==> src/rtl/mcy_mutsel_ctrl.sv <==
// rtl/mcy_mutsel_ctrl.sv - multi-channel timed mutation-select controller for MCY
//
// NUM_CH independent channels, each with a staged {idx, delay, len} set written
// through one shared valid/ready config port. A start pulse opens a window:
// WAIT for `delay` cycles, ACTIVE for `len` cycles (0 = until abort), then DONE.
// mutsel_o carries the staged index only while the channel is ACTIVE.
//
// Optional build macro MCY_MUTSEL_TRIGGER_EN: adds trig_i, and the WAIT delay
// then counts trigger events instead of clock cycles.
module mcy_mutsel_ctrl #(
  parameter int MUTSEL_W = 8,
  parameter int NUM_CH   = 2,
  parameter int CNT_W    = 32,
  localparam int CH_W    = (NUM_CH > 1) ? $clog2(NUM_CH) : 1
) (
  input  logic                         clk_i,
  input  logic                         rst_ni,
  input  logic                         cfg_valid_i,
  output logic                         cfg_ready_o,
  input  logic [CH_W-1:0]              cfg_ch_i,
  input  logic [MUTSEL_W-1:0]          cfg_idx_i,
  input  logic [CNT_W-1:0]             cfg_delay_i,
  input  logic [CNT_W-1:0]             cfg_len_i,
  input  logic [NUM_CH-1:0]            start_i,
  input  logic [NUM_CH-1:0]            abort_i,
`ifdef MCY_MUTSEL_TRIGGER_EN
  input  logic [NUM_CH-1:0]            trig_i,
`endif
  output logic [NUM_CH*MUTSEL_W-1:0]   mutsel_o,
  output logic [NUM_CH-1:0]            active_o,
  output logic [NUM_CH-1:0]            busy_o,
  output logic [NUM_CH-1:0]            done_o
);

  typedef enum logic [1:0] {
    ST_IDLE   = 2'd0,
    ST_WAIT   = 2'd1,
    ST_ACTIVE = 2'd2,
    ST_DONE   = 2'd3
  } state_e;

  // Per-channel state. The run_* copies are latched at start so that a config
  // write accepted on the start edge only affects the following window.
  state_e              state_q   [NUM_CH];
  logic [MUTSEL_W-1:0] idx_q     [NUM_CH];
  logic [CNT_W-1:0]    delay_q   [NUM_CH];
  logic [CNT_W-1:0]    len_q     [NUM_CH];
  logic [MUTSEL_W-1:0] run_idx_q [NUM_CH];
  logic [CNT_W-1:0]    run_len_q [NUM_CH];
  logic [CNT_W-1:0]    cnt_q     [NUM_CH];
  logic [MUTSEL_W-1:0] mutsel_q  [NUM_CH];
  logic                done_q    [NUM_CH];

  logic [NUM_CH-1:0]   ch_free;
  logic [NUM_CH-1:0]   cfg_we;
  logic [NUM_CH-1:0]   wait_step;
  logic                cfg_ready;

  // Config port is ready when the addressed channel exists and is not running;
  // an out-of-range channel number matches no channel and therefore stalls.
  always_comb begin
    cfg_ready = 1'b0;
    for (int c = 0; c < NUM_CH; c++) begin
      if ((cfg_ch_i == CH_W'(c)) && ch_free[c]) begin
        cfg_ready = 1'b1;
      end
    end
    cfg_ready = cfg_ready & rst_ni;
  end

  assign cfg_ready_o = cfg_ready;

  for (genvar c = 0; c < NUM_CH; c++) begin : g_ch

    assign ch_free[c] = (state_q[c] == ST_IDLE) || (state_q[c] == ST_DONE);
    assign cfg_we[c]  = cfg_valid_i && cfg_ready && (cfg_ch_i == CH_W'(c));

`ifdef MCY_MUTSEL_TRIGGER_EN
    assign wait_step[c] = trig_i[c];
`else
    assign wait_step[c] = 1'b1;
`endif

    // Channel FSM: staging, window sequencing and registered mutsel/done.
    always_ff @(posedge clk_i) begin
      if (!rst_ni) begin
        state_q[c]   <= ST_IDLE;
        idx_q[c]     <= '0;
        delay_q[c]   <= '0;
        len_q[c]     <= '0;
        run_idx_q[c] <= '0;
        run_len_q[c] <= '0;
        cnt_q[c]     <= '0;
        mutsel_q[c]  <= '0;
        done_q[c]    <= 1'b0;
      end else begin
        done_q[c] <= 1'b0;

        if (cfg_we[c]) begin
          idx_q[c]   <= cfg_idx_i;
          delay_q[c] <= cfg_delay_i;
          len_q[c]   <= cfg_len_i;
        end

        if (abort_i[c]) begin
          // Abort wins over start and expiry; no done pulse.
          state_q[c]  <= ST_IDLE;
          cnt_q[c]    <= '0;
          mutsel_q[c] <= '0;
        end else begin
          unique case (state_q[c])
            ST_IDLE, ST_DONE: begin
              if (start_i[c]) begin
                run_idx_q[c] <= idx_q[c];
                run_len_q[c] <= len_q[c];
                if (delay_q[c] == '0) begin
                  state_q[c]  <= ST_ACTIVE;
                  cnt_q[c]    <= len_q[c];
                  mutsel_q[c] <= idx_q[c];
                end else begin
                  state_q[c] <= ST_WAIT;
                  cnt_q[c]   <= delay_q[c];
                end
              end
            end
            ST_WAIT: begin
              // The transition fires on the step taken at count 1, so the
              // full counter range is usable without wrap.
              if (wait_step[c]) begin
                if (cnt_q[c] == CNT_W'(1)) begin
                  state_q[c]  <= ST_ACTIVE;
                  cnt_q[c]    <= run_len_q[c];
                  mutsel_q[c] <= run_idx_q[c];
                end else begin
                  cnt_q[c] <= cnt_q[c] - CNT_W'(1);
                end
              end
            end
            ST_ACTIVE: begin
              // A zero length holds the window open until abort.
              if (run_len_q[c] != '0) begin
                if (cnt_q[c] == CNT_W'(1)) begin
                  state_q[c]  <= ST_DONE;
                  cnt_q[c]    <= '0;
                  mutsel_q[c] <= '0;
                  done_q[c]   <= 1'b1;
                end else begin
                  cnt_q[c] <= cnt_q[c] - CNT_W'(1);
                end
              end
            end
            default: begin
              state_q[c] <= ST_IDLE;
            end
          endcase
        end
      end
    end

    assign mutsel_o[c*MUTSEL_W +: MUTSEL_W] = mutsel_q[c];
    assign active_o[c] = (state_q[c] == ST_ACTIVE);
    assign busy_o[c]   = (state_q[c] == ST_WAIT) || (state_q[c] == ST_ACTIVE);
    assign done_o[c]   = done_q[c];
  end

endmodule
==> config.mk <==
export PLATFORM = sky130hd
export DESIGN_NAME = mcy_mutsel_ctrl
export DESIGN_NICKNAME = d
export VERILOG_FILES = /design/src/rtl/mcy_mutsel_ctrl.sv
export SDC_FILE = /design/constraint.sdc
export NUM_CORES = 1
export LEC_CHECK = 0
export BUFFER_PORTS_ARGS = -buffer_cell sky130_fd_sc_hd__buf_2
export CORE_ASPECT_RATIO = 0.75
export CORE_MARGIN = 3
export CORE_UTILIZATION = 38
export CTS_CLUSTER_SIZE = 28
export DETAILED_ROUTE_END_ITERATION = 8
export PLACE_DENSITY = 0.57
export SLEW_MARGIN = 5
export SYNTH_ARGS = -nofsm -noshare
export SYNTH_HDL_FRONTEND = slang
export SYNTH_SLANG_ARGS = --single-unit
==> constraint.sdc <==
create_clock -name clk_i -period 4.51 [get_ports clk_i]
set_input_delay 0.902 -clock clk_i [delete_from_list [all_inputs] [get_ports clk_i]]
set_output_delay 0.902 -clock clk_i [all_outputs]
set_load 0.02 [all_outputs]
==> impl_results.md <==
* Status: completed
* Share of layout cells above drive strength 1 at 17.8%
* Post-route cell area at 0.0171 sq mm
* Critical path startpoint: run_len_q[0][16]$_SDFFCE_PN0P_
* Synth Instances at 1224
* Yosys warning count at 0
* Power, Total at 6.64 mW
* Vias per cell at 5.66
* Final period utilization at 80.8%
* Initial antenna violation count at 2
* Setup TNS at 0 ns
* CP max-delay cell: o21ai_2
* CTS tree: yes
* Crit-path max FO at 32
* Setup Crit Path Kind: reg -> reg
* Worst hold start: len_q[0][13]$_SDFFCE_PN0P_
* Min Tclk post-route at 3.65 ns
* Ys async rst share at 0%
* Die W at 236 um
* I/O Pins at 103
* Pwr dens at 389 mW/mm^2
* Initial cell density of the core at 39.0%
* Vias in the first global route at 10000
* Share of the synthesized area in the top cell type at 61.3%
* Die Y at 179 um
* Fillers at 3600
* Fin nets at 1397
* WP data arrival at 3.92 ns
* Cells after DPL at 1788
* Clk pin slew, worst setup/hold paths at 0.06 ns
* Dominant cell type by area after synthesis: edfxtp_1
* Remaining DRCs at 0
* Pins Over Slew Limit at 0
* ANT cells at 0
* Post-Syn Area per Cell at 12.3 sq um
* Setup-failing EPs final at 0
* Post-Syn Nets at 1312
* Clock Sinks at 310
* First-pass GRT wire length at 59.4 mm
* Bufs on Longest Clock Path at 3
* Peak VDD IR at 0.269 mV
* Worst skew pair latency at 0.58 ns
* Critical path's top delay family: compound AO/OA/AOI/OAI gates
* Initial DRT Pass Iterations at 5
* Startpoint types: register
* Least-Margin Pin Slew at 1.22 ns
* DRT iter0 DRCs at 806
* CP bufs+invs at 2
* Global Route Usage Sum at 18.1%
* Post-synthesis sequential area ratio at 61.6%
* Register bit total from synthesis at 310
* Post-route ant nets at 0
* Distinct cells, synth at 70
* Worst r2r src: run_len_q[0][16]$_SDFFCE_PN0P_
* Data required time at the worst endpoint at 4.78 ns
* Top_reg_cell synth: edfxtp_1
* Main area contributors after synthesis: edfxtp_1, and2_1, a211oi_2, nor4_1, nor3_1
* Hold Crit Class: reg -> reg
* Root buf cell: clkbuf_16
* Max-cap violation count at 0
* Placed cell areas at 0.0161 sq mm
* Crit path largest cell delay at 0.96 ns
* Nature of the critical path endpoint: register
* Post-CTS resize count at 0
* Most common cell after layout, fill and taps aside: edfxtp_1
* Post-Syn Area at 0.0151 sq mm
* IO Port Bufs at 102
* Final Hold Vio Count at 0
* Most frequent cells in the layout: edfxtp_1, and2_1, buf_2
* # hold bufs at CTS at 0
* Worst-path cell chain: nor4_1 > nand4_1 > o211a_1 > buf_4 > o21ai_2 > nand4_1 > buf_4
* DIE AREA at 0.0421 sq mm
* Core Region at 0.0387 sq mm
* WL/cell at 21.3 um
* Core Rows at 62
* Rel. slew slack at 18.1%
* Clk_skew at 0.0112 ns
* Grt ovf at 0
* DR vias at 10400
* RSZ-0062 raised after global routing: no
* Fmax at 0.274 GHz
* Max H-tree Level at 1
* Routed Wire Length at 39.3 mm
* Largest net degree at the start of global routing at 73
* Post-CTS setup buffers at 0
* Final Instance Count excl. Fillers at 1842
* Global placement routability congestion at 0.853
* P&R area growth vs syn at 13.2%
* CTS buffer count at 31
* DPL Wire Length at 28.7 mm
* Leak at 6.14 nW
* Post-synth EDFFs at 308
==> cells in the mapped netlist, types with 3 or more instances <==
cell,n
edfxtp_1,308
buf_2,15
a21oi_1,46
or3_1,10
buf_6,6
nor2b_1,3
nor4_1,53
a31oi_1,26
and2_1,210
o41ai_1,3
a22oi_1,4
o22ai_1,23
nor3_1,65
nand2b_1,4
nor2_1,49
a21o_1,9
or2_2,6
inv_1,27
and3_1,8
ha_1,8
a211oi_1,16
clkbuf_1,52
nand4_1,8
a2bb2oi_1,4
o211a_1,6
o21ai_0,11
xor2_1,17
a211oi_2,38
nand3_1,25
xnor2_1,37
or4_1,14
o21a_1,17
nand2_1,46
==> power by group <==
part / total (mW) / switching, mW / internal, mW
Sequential: 3.52 / 0.136 / 3.39
Combinational: 0.619 / 0.398 / 0.221
Clock: 2.50 / 1.13 / 1.37
Total: 6.64 / 1.66 / 4.98
==> worst register-to-register path: stages, from the launching register on <==
cell	delay [ns]
edfxtp_1	0.40
nor4_1	0.53
nand4_1	0.39
o211a_1	0.32
buf_4	0.22
o21ai_2	0.96
nand4_1	0.17
buf_4	0.32
==> path summary, 6_finish.rpt <==
kind / end / slack (ns) / depth (start not counted)
worst max register to register: cnt_q[0][18]$_DFFE_PP_ / 0.86 / 7
worst max-delay path: cnt_q[0][18]$_DFFE_PP_ / 0.86 / 7
worst min register to register: run_len_q[0][13]$_SDFFCE_PN0P_ / 0.55 / 1
worst min-delay path: run_len_q[0][13]$_SDFFCE_PN0P_ / 0.55 / 1
==> flip-flops by register name, indices dropped and copies added (netlist names) <==
| name | cells |
|---|---|
| idx_q | 16 |
| delay_q | 64 |
| cnt_q | 64 |
| state_q | 4 |
| len_q | 64 |
| mutsel_q | 16 |
| done_q | 2 |
| run_len_q | 64 |
| run_idx_q | 16 |
==> routing by layer <==
metal	global-route usage [%]	vias to the layer above	part of all wire [%]
met4	3.24	0	1.6
li1	-	4778	-
met3	3.25	51	7.5
met2	27.1	383	43
met5	0	-	0
met1	27.7	5206	48
==> metrics by stage <==
| step | utilization, % | setup slack (ns) | hold WS (ns) |
|---|---|---|---|
| after detailed placement | 41.7 | 0.829 | 0.539 |
| after global routing | 44.1 | 0.571 | 0.567 |
| after CTS | 44.1 | 0.892 | 0.555 |
| after global placement | 41.7 | 0.879 | 0.538 |
| final | 44.1 | 0.864 | 0.552 |
| after floorplan | - | 0.185 | 0.515 |
==> cell families after synthesis <==
group / after synthesis / share of synthesized area (%)
AND/OR/NAND/NOR: 522 / 19.9
flip-flops: 310 / 61.6
AO/OA/AOI/OAI: 224 / 11.5
buffers and inverters: 104 / 3.06
XOR/XNOR: 54 / 3.14
adder cells (fa/ha/maj): 8 / 0.664
multiplexers: 2 / 0.133
==> final cells by class <==
class,count,area (sq um),area share [%]
multi-input combinational,810,5390,31.5
inverter,27,101,0.593
tap,512,641,3.75
sequential,310,9290,54.4
clock buffer,35,791,4.63
timing repair buffer,129,713,4.18
clock inverter,19,156,0.916
(Power assumes the default switching activity.)
